===== config.mk =====
export PLATFORM = sky130hd
export DESIGN_NAME = branch_resolve_predict
export DESIGN_NICKNAME = d
export VERILOG_FILES = /design/src/rtl/branch_resolve_predict.sv
export SDC_FILE = /design/constraint.sdc
export NUM_CORES = 1
export LEC_CHECK = 0
export ABC_AREA = 1
export ABC_CLOCK_PERIOD_IN_PS = 6100
export CORE_MARGIN = 4
export CORE_UTILIZATION = 51
export DETAILED_ROUTE_END_ITERATION = 8
export GPL_ROUTABILITY_DRIVEN = 0
export GPL_TIMING_DRIVEN = 0
export PLACE_DENSITY = 0.93
export SLEW_MARGIN = 20
export SYNTH_ARGS = -nofsm -noshare
export SYNTH_HDL_FRONTEND = slang
export SYNTH_SLANG_ARGS = --single-unit
export TNS_END_PERCENT = 30

===== constraint.sdc =====
create_clock -name Clk -period 6.1 [get_ports Clk]
set_input_delay 1.525 -clock Clk [delete_from_list [all_inputs] [get_ports Clk]]
set_output_delay 1.525 -clock Clk [all_outputs]
set_load 0.005 [all_outputs]

===== src/rtl/branch_resolve_predict.sv =====
// branch_resolve_predict
//   EX-stage branch/jump resolution unit with a PC-indexed table of 2-bit
//   saturating counters. IF reads the table combinationally for a
//   prediction. EX trains it on each resolved conditional branch and flags
//   mispredictions.
//
//   Optional feature macro: BPRED_STATS_EN
//     defined   -> BranchCount / MispredCount are live saturating counters
//     undefined -> both ports are tied to 0 and no counter registers exist
//
// Ports
//   Clk            rising-edge clock
//   Reset          asynchronous, active-high reset
//   PredPC         IF-stage PC for lookup
//   PredTaken      prediction for PredPC (combinational from table state)
//   ResValid       EX instruction valid this cycle
//   Flush          discard the current EX instruction
//   ResPC          PC of the EX instruction
//   Op             branch op (001 beq, 010 bne, 100 bgez/bltz, 101 bgtz,
//                  110 blez, 011 j, 000 R-type)
//   BGE_BLT        rt field; bit0 selects bgez (1) or bltz (0)
//   Funct          R-type funct; 001000 is jr
//   A, B           rs / rt operands
//   PredictedTaken prediction that IF made for this instruction
//   BranchAndJump  registered: 00 none, 01 cond taken, 10 j, 11 jr
//   Mispredict     registered one-cycle pulse
//   BranchCount    resolved conditional branches
//   MispredCount   mispredicted conditional branches
module branch_resolve_predict #(
  parameter int DATA_W    = 32,
  parameter int PC_W      = 32,
  parameter int BHT_DEPTH = 64
) (
  input  logic              Clk,
  input  logic              Reset,
  input  logic [PC_W-1:0]   PredPC,
  output logic              PredTaken,
  input  logic              ResValid,
  input  logic              Flush,
  input  logic [PC_W-1:0]   ResPC,
  input  logic [2:0]        Op,
  input  logic [4:0]        BGE_BLT,
  input  logic [5:0]        Funct,
  input  logic [DATA_W-1:0] A,
  input  logic [DATA_W-1:0] B,
  input  logic              PredictedTaken,
  output logic [1:0]        BranchAndJump,
  output logic              Mispredict,
  output logic [31:0]       BranchCount,
  output logic [31:0]       MispredCount
);

  localparam int IDX_W = $clog2(BHT_DEPTH);

  localparam logic [2:0] OP_RTYPE = 3'b000;
  localparam logic [2:0] OP_BEQ   = 3'b001;
  localparam logic [2:0] OP_BNE   = 3'b010;
  localparam logic [2:0] OP_J     = 3'b011;
  localparam logic [2:0] OP_BGEZ  = 3'b100;
  localparam logic [2:0] OP_BGTZ  = 3'b101;
  localparam logic [2:0] OP_BLEZ  = 3'b110;
  localparam logic [5:0] FN_JR    = 6'b001000;

  function automatic logic [1:0] sat_inc2(input logic [1:0] c);
    return (c == 2'b11) ? c : c + 2'b01;
  endfunction

  function automatic logic [1:0] sat_dec2(input logic [1:0] c);
    return (c == 2'b00) ? c : c - 2'b01;
  endfunction

  logic [1:0]       bht [BHT_DEPTH];
  logic [IDX_W-1:0] pred_idx;
  logic [IDX_W-1:0] res_idx;

  logic              is_cond;
  logic              cond_taken;
  logic              is_j;
  logic              is_jr;
  logic              a_neg;
  logic              a_zero;
  logic              res_fire;
  logic              upd;
  logic [1:0]        bj_next;
  logic              mis_next;

  logic [1:0]        bj_p1;
  logic              mis_p1;

  // Word-aligned PCs: drop the byte offset, alias modulo the table depth.
  assign pred_idx  = PredPC[IDX_W+1:2];
  assign res_idx   = ResPC[IDX_W+1:2];
  // Array read sees pre-update state, giving read-during-write old data.
  assign PredTaken = bht[pred_idx][1];

  assign a_neg  = A[DATA_W-1];
  assign a_zero = (A == '0);

  always_comb begin
    is_cond    = 1'b0;
    cond_taken = 1'b0;
    is_j       = 1'b0;
    is_jr      = 1'b0;
    case (Op)
      OP_BEQ:   begin is_cond = 1'b1; cond_taken = (A == B);               end
      OP_BNE:   begin is_cond = 1'b1; cond_taken = (A != B);               end
      OP_BGEZ:  begin is_cond = 1'b1; cond_taken = a_neg ^ BGE_BLT[0];     end
      OP_BGTZ:  begin is_cond = 1'b1; cond_taken = !a_neg && !a_zero;      end
      OP_BLEZ:  begin is_cond = 1'b1; cond_taken = a_neg || a_zero;        end
      OP_J:     is_j  = 1'b1;
      OP_RTYPE: is_jr = (Funct == FN_JR);
      default:  ;
    endcase
  end

  assign res_fire = ResValid && !Flush;
  assign upd      = res_fire && is_cond;
  assign bj_next  = (is_cond && cond_taken) ? 2'b01 :
                    is_j                    ? 2'b10 :
                    is_jr                   ? 2'b11 : 2'b00;
  assign mis_next = is_cond && (cond_taken != PredictedTaken);

  // ---- stage p1: registered resolution and table training ----
  always_ff @(posedge Clk or posedge Reset) begin
    if (Reset) begin
      for (int i = 0; i < BHT_DEPTH; i++) bht[i] <= 2'b01;
      bj_p1  <= 2'b00;
      mis_p1 <= 1'b0;
    end else begin
      bj_p1  <= res_fire ? bj_next : 2'b00;
      mis_p1 <= res_fire && mis_next;
      if (upd)
        bht[res_idx] <= cond_taken ? sat_inc2(bht[res_idx]) : sat_dec2(bht[res_idx]);
    end
  end

  assign BranchAndJump = bj_p1;
  assign Mispredict    = mis_p1;

`ifdef BPRED_STATS_EN
  function automatic logic [31:0] sat_inc32(input logic [31:0] c);
    return (c == 32'hFFFF_FFFF) ? c : c + 32'd1;
  endfunction

  logic [31:0] bcnt_p1;
  logic [31:0] mcnt_p1;

  always_ff @(posedge Clk or posedge Reset) begin
    if (Reset) begin
      bcnt_p1 <= '0;
      mcnt_p1 <= '0;
    end else if (upd) begin
      bcnt_p1 <= sat_inc32(bcnt_p1);
      if (mis_next) mcnt_p1 <= sat_inc32(mcnt_p1);
    end
  end

  assign BranchCount  = bcnt_p1;
  assign MispredCount = mcnt_p1;
`else
  assign BranchCount  = '0;
  assign MispredCount = '0;
`endif

  logic unused_bits;
  assign unused_bits = ^{PredPC[PC_W-1:IDX_W+2], PredPC[1:0],
                         ResPC[PC_W-1:IDX_W+2], ResPC[1:0], BGE_BLT[4:1]};

endmodule


Word-level counts from Yosys, hierarchy flattened
Cells that the tools add are included.

storage, ports and cells
  bits in registers = 131
  input bits = 147
  output and inout bits = 68
  logic and storage cells = 120

cells by class
  $add $sub $neg = 2
  order comparisons = 3
  equal/unequal tests = 11
  mux-type cells = 20
  bitwise gates (word level) = 3
  reduce and logical (&&, ||, !) cells = 15

operator list
  operator               count
  $bwmux W128            1
  $eq A32 B32 Y1         1
  $logic_not A32 Y1      1
  $ne A32 B32 Y1         1
  $bmux W2 S6            2
  $mux W2                12
  $ge A7 B7 Y1 const B   2
  $not A6 Y7             2
  $demux W2 S6           1
  $eq A3 B3 Y1 const B   3
  $logic_and A1 B1 Y1    7
  $lt A7 B1 Y1 const B   1
  $eq A3 B2 Y1 const B   2
  $eq A6 B4 Y1 const B   1
  $pmux W1 S5            1
  $reduce_or A5 Y1       1
  $eq A3 B1 Y1 const B   1
  $logic_not A1 Y1       3
  $logic_not A3 Y1       1
  $mux W1                3
  $add A2 B1 Y2 const B  1
  $eq A2 B2 Y1 const B   1
  $logic_not A2 Y1       1
  $sub A2 B1 Y2 const B  1
  3 further kinds        3

Depth between registers and ports, before layout
  depth in word-level cells = 8
  depth in mapped cells = 21

Least setup slack after synthesis
No wires, ideal clock.

  path kind = in2out
  from = in PredPC[4]
  to = out PredTaken
  arrival time = 2.520 ns
  required time = 4.575 ns
  slack = 2.055 ns
  cell stages on the path = 7
  path through = clkbuf_1 > inv_1 > or2_2 > o211ai_1 > o211ai_1 > o211ai_1 > nand2_1

between the ends
  cells in the longest elaborated chain, start to end = 4

ends and longest elaborated chain
  item                                         RTL line  text
  start, declared                              36        input logic [PC_W-1:0] PredPC,
  $not A6 Y7 (implied by the code)             94        assign PredTaken = bht[pred_idx][1];
  $bmux W2 S6                                  94
  $mux W2 (implied by the code) (2 in series)  94
  end, declared                                37        output logic PredTaken,

Every way passes these cells. The select of a mux whose other input is x is not followed.

Final worst setup path
  from = in PredPC[3]
  to = out PredTaken

The elaborated chain is that of the path after synthesis.

==> metrics.cfg <==
[route]
first_iter_violations=1332
via_per_inst=5.315
finalWirelength_um=29060
antenna_left=0
wire_per_inst_um=15.60
vias=9901
drc=0
drtPass1Iterations=7

[floorplan]
io_pins=215
num_rows=48
die_area_mm2=0.01979
core_mm2=0.01730
initial_utilization_pct=51.91
die_x_um=140.7
die_h_um=140.7

[timing]
finalHoldViolCount=0
rsz0062_at_grt=no
finalCritPeriodShare_pct=97.75
worst_pin_slew_ns=0.9218
relSlewSlack_pct=38.36
skew_ns=0.01069
fin_crit_ns=5.963
fmax_mhz=167.7
setup_viol=0
slew_viol_final=0
fin_ws_ns=0.1373

[placement]
dp_slack_ns=0.3058
dpl.cell_count=1831
numPortBuffers=92
hpwl_um=20130

[job]
maxCapViolCount=0

[min_path]
hold_path_class=flop to flop
holdCritStartpoint=bht[10]$_DFFE_PP1P_

[clock_tree]
cts_tree=done
clk_pin_slew_worst_paths_ns=0.05
clkSinkCount=131
cts_hold_buf=0
h-tree-depth=4
cts_root_buf=clkbuf_16
post_cts_buffers=0
numCtsBuffers=17
cts_resized=0
worstSkewPairLatency_ns=0.44
ctsLongestPathBuffers=2

[worst_setup_path]
worstSetupStartpointType=primary input
cp_slowest_cell=clkdlybuf4s50_1
required_ns=4.58
cp_slowest_stage_delay_ns=0.61
cp.arrival_ns=4.44
timing.rr.start=bht[46]$_DFFE_PP1P_
path_cells=clkdlybuf4s50_1, inv_1, clkbuf_1, o21ai_0, o22ai_1, o21ai_0, o211ai_1, o211ai_1, nand2_1, clkdlybuf4s50_1
worstSetupEndpointType=output pin
crit_fanout=10
setup.worst_path.class=primary input to output pin
crit_start=PredPC[3]

[synth]
yosysWarnings=0
ys_top_cells_by_count=825 x nand2_1, 145 x nor2_1, 115 x inv_1
post-synth-top-count-cell=nand2_1
yosys.area.top_type=nand2_1
synthArstFlopShare_pct=100.0
yosysSeqAreaShare_pct=37.40
synth_area_leaders=nand2_1 34%, dfstp_2 19%, dfrtp_1 19%
syn_area_mm2=0.008979
ys_types=28
ys_seq_elements=131
syn_avg_cell_area_um2=6.192
synth_edf_count=0
synth_top_area_share_pct=34.49
yosys_most_used_dff=dfrtp_1
syn_inst=1450

[finish]
syn_to_final_growth_pct=23.56
diodes=0
layout.nets=1772
drive_gt1_share_pct=12.27
final_cells=1863

[pwr]
power_density_mw_per_mm2=213.3
leakage_uw=0.005830
ir_drop_mv=0.2041

[global_route]
grt_max_degree=90
antenna_found_initial=0
overflow=0
grtUsageTotal_pct=29.18
first_global_vias=9414
grt_first_pass_wirelength_um=46110

[outcome]
status=finished, final reports clean

cells by family after synthesis:
| family | synth area share, % |
|---|---|
| flops | 37.40 |
| compound gates | 4.083 |
| other cells | 0.04177 |
| simple gates | 42.38 |
| buf+inv | 13.75 |
| xor+xnor | 2.341 |
layout by cell type (no fill, tap or decap), types with 2 or more instances in the layout:
cell	synthesis	layout
nand2_1	825	825
nor2_1	145	145
inv_1	115	114
clkdlybuf4s50_1	0	92
buf_4	72	72
dfrtp_1	67	67
conb_1	1	64
dfstp_2	64	64
o21ai_0	40	40
xnor2_1	23	23
o22ai_1	17	17
clkbuf_16	0	17
clkbuf_1	14	14
buf_2	12	12
buf_6	11	11
nor3_1	9	9
nand4_1	8	8
o211ai_1	6	6
inv_2	4	4
nand3_1	4	4
clkinvlp_4	0	4
bufinv_16	0	4
nor4_1	3	3
inv_6	0	3
clkinv_4	0	3
buf_1	2	2
worst max-delay path: cells and delay by family:
| kind | cells | cell delay, ns |
|---|---|---|
| AO/OA/AOI/OAI | 5 | 0.84 |
| buffers and inverters | 4 | 1.95 |
| AND/OR/NAND/NOR | 1 | 0.10 |
routing by layer:
layer	routed length [um]	global-route usage (%)
met1	10100	34.65
met5	0	0
met2	13120	46.47
met3	3789	8.650
met4	2052	18.15
cell type report:
type	count	area [um^2]
Inverter	120	457.9
Fill cell	1468	6202
Clock inverter	14	202.7
Multi-Input combinational cell	1151	4622
Clock buffer	18	439.2
Buffer	111	784.5
Timing Repair Buffer	93	948.4
Tap cell	225	281.5
Sequential cell	131	3358
worst paths after layout:
| check | end | slack (ns) | cells past startpoint |
|---|---|---|---|
| max in group asynchronous | bht[54]$_DFFE_PP1P_ | 3.88 | 3 |
| setup reg to reg | bht[48]$_DFFE_PP1P_ | 3.94 | 16 |
| hold reg to reg | bht[10]$_DFFE_PP1P_ | 0.47 | 2 |
| hold / removal | bht[10]$_DFFE_PP1P_ | 0.47 | 2 |
| min in group asynchronous | bht[3]$_DFFE_PP0P_ | 1.48 | 2 |
| setup / recovery | PredTaken | 0.14 | 10 |
state kept, by name, summed over array words and instances (netlist names):
register       count
bht              128
BranchAndJump      2
Mispredict         1
per-stage QoR:
step | utilization (%) | cell area [um^2] | total power [uW] | TNS (ns) | hold WS (ns)
3_5_place_dp | 60.43 | 10450 | 1252 | 0 | 0.4558
2_1_floorplan | - | 9215 | 1115 | 0 | 0.4465
4_1_cts | 64.14 | 11090 | 2357 | 0 | 0.4665
3_3_place_gp | 60.23 | 10420 | 1241 | -39.35 | 0.4519
5_1_grt | 64.14 | 11090 | 2441 | 0 | 0.4809
6_report | 64.14 | 11090 | 2367 | 0 | 0.4657
report_power, final:
part           internal, uW  leakage [uW]  total (uW)  switching [uW]
Clock                   699      0.000300        1110             414
Sequential              901       0.00160         913            11.3
Combinational           144       0.00393         341             197
Power figures use the tool's default switching activity.
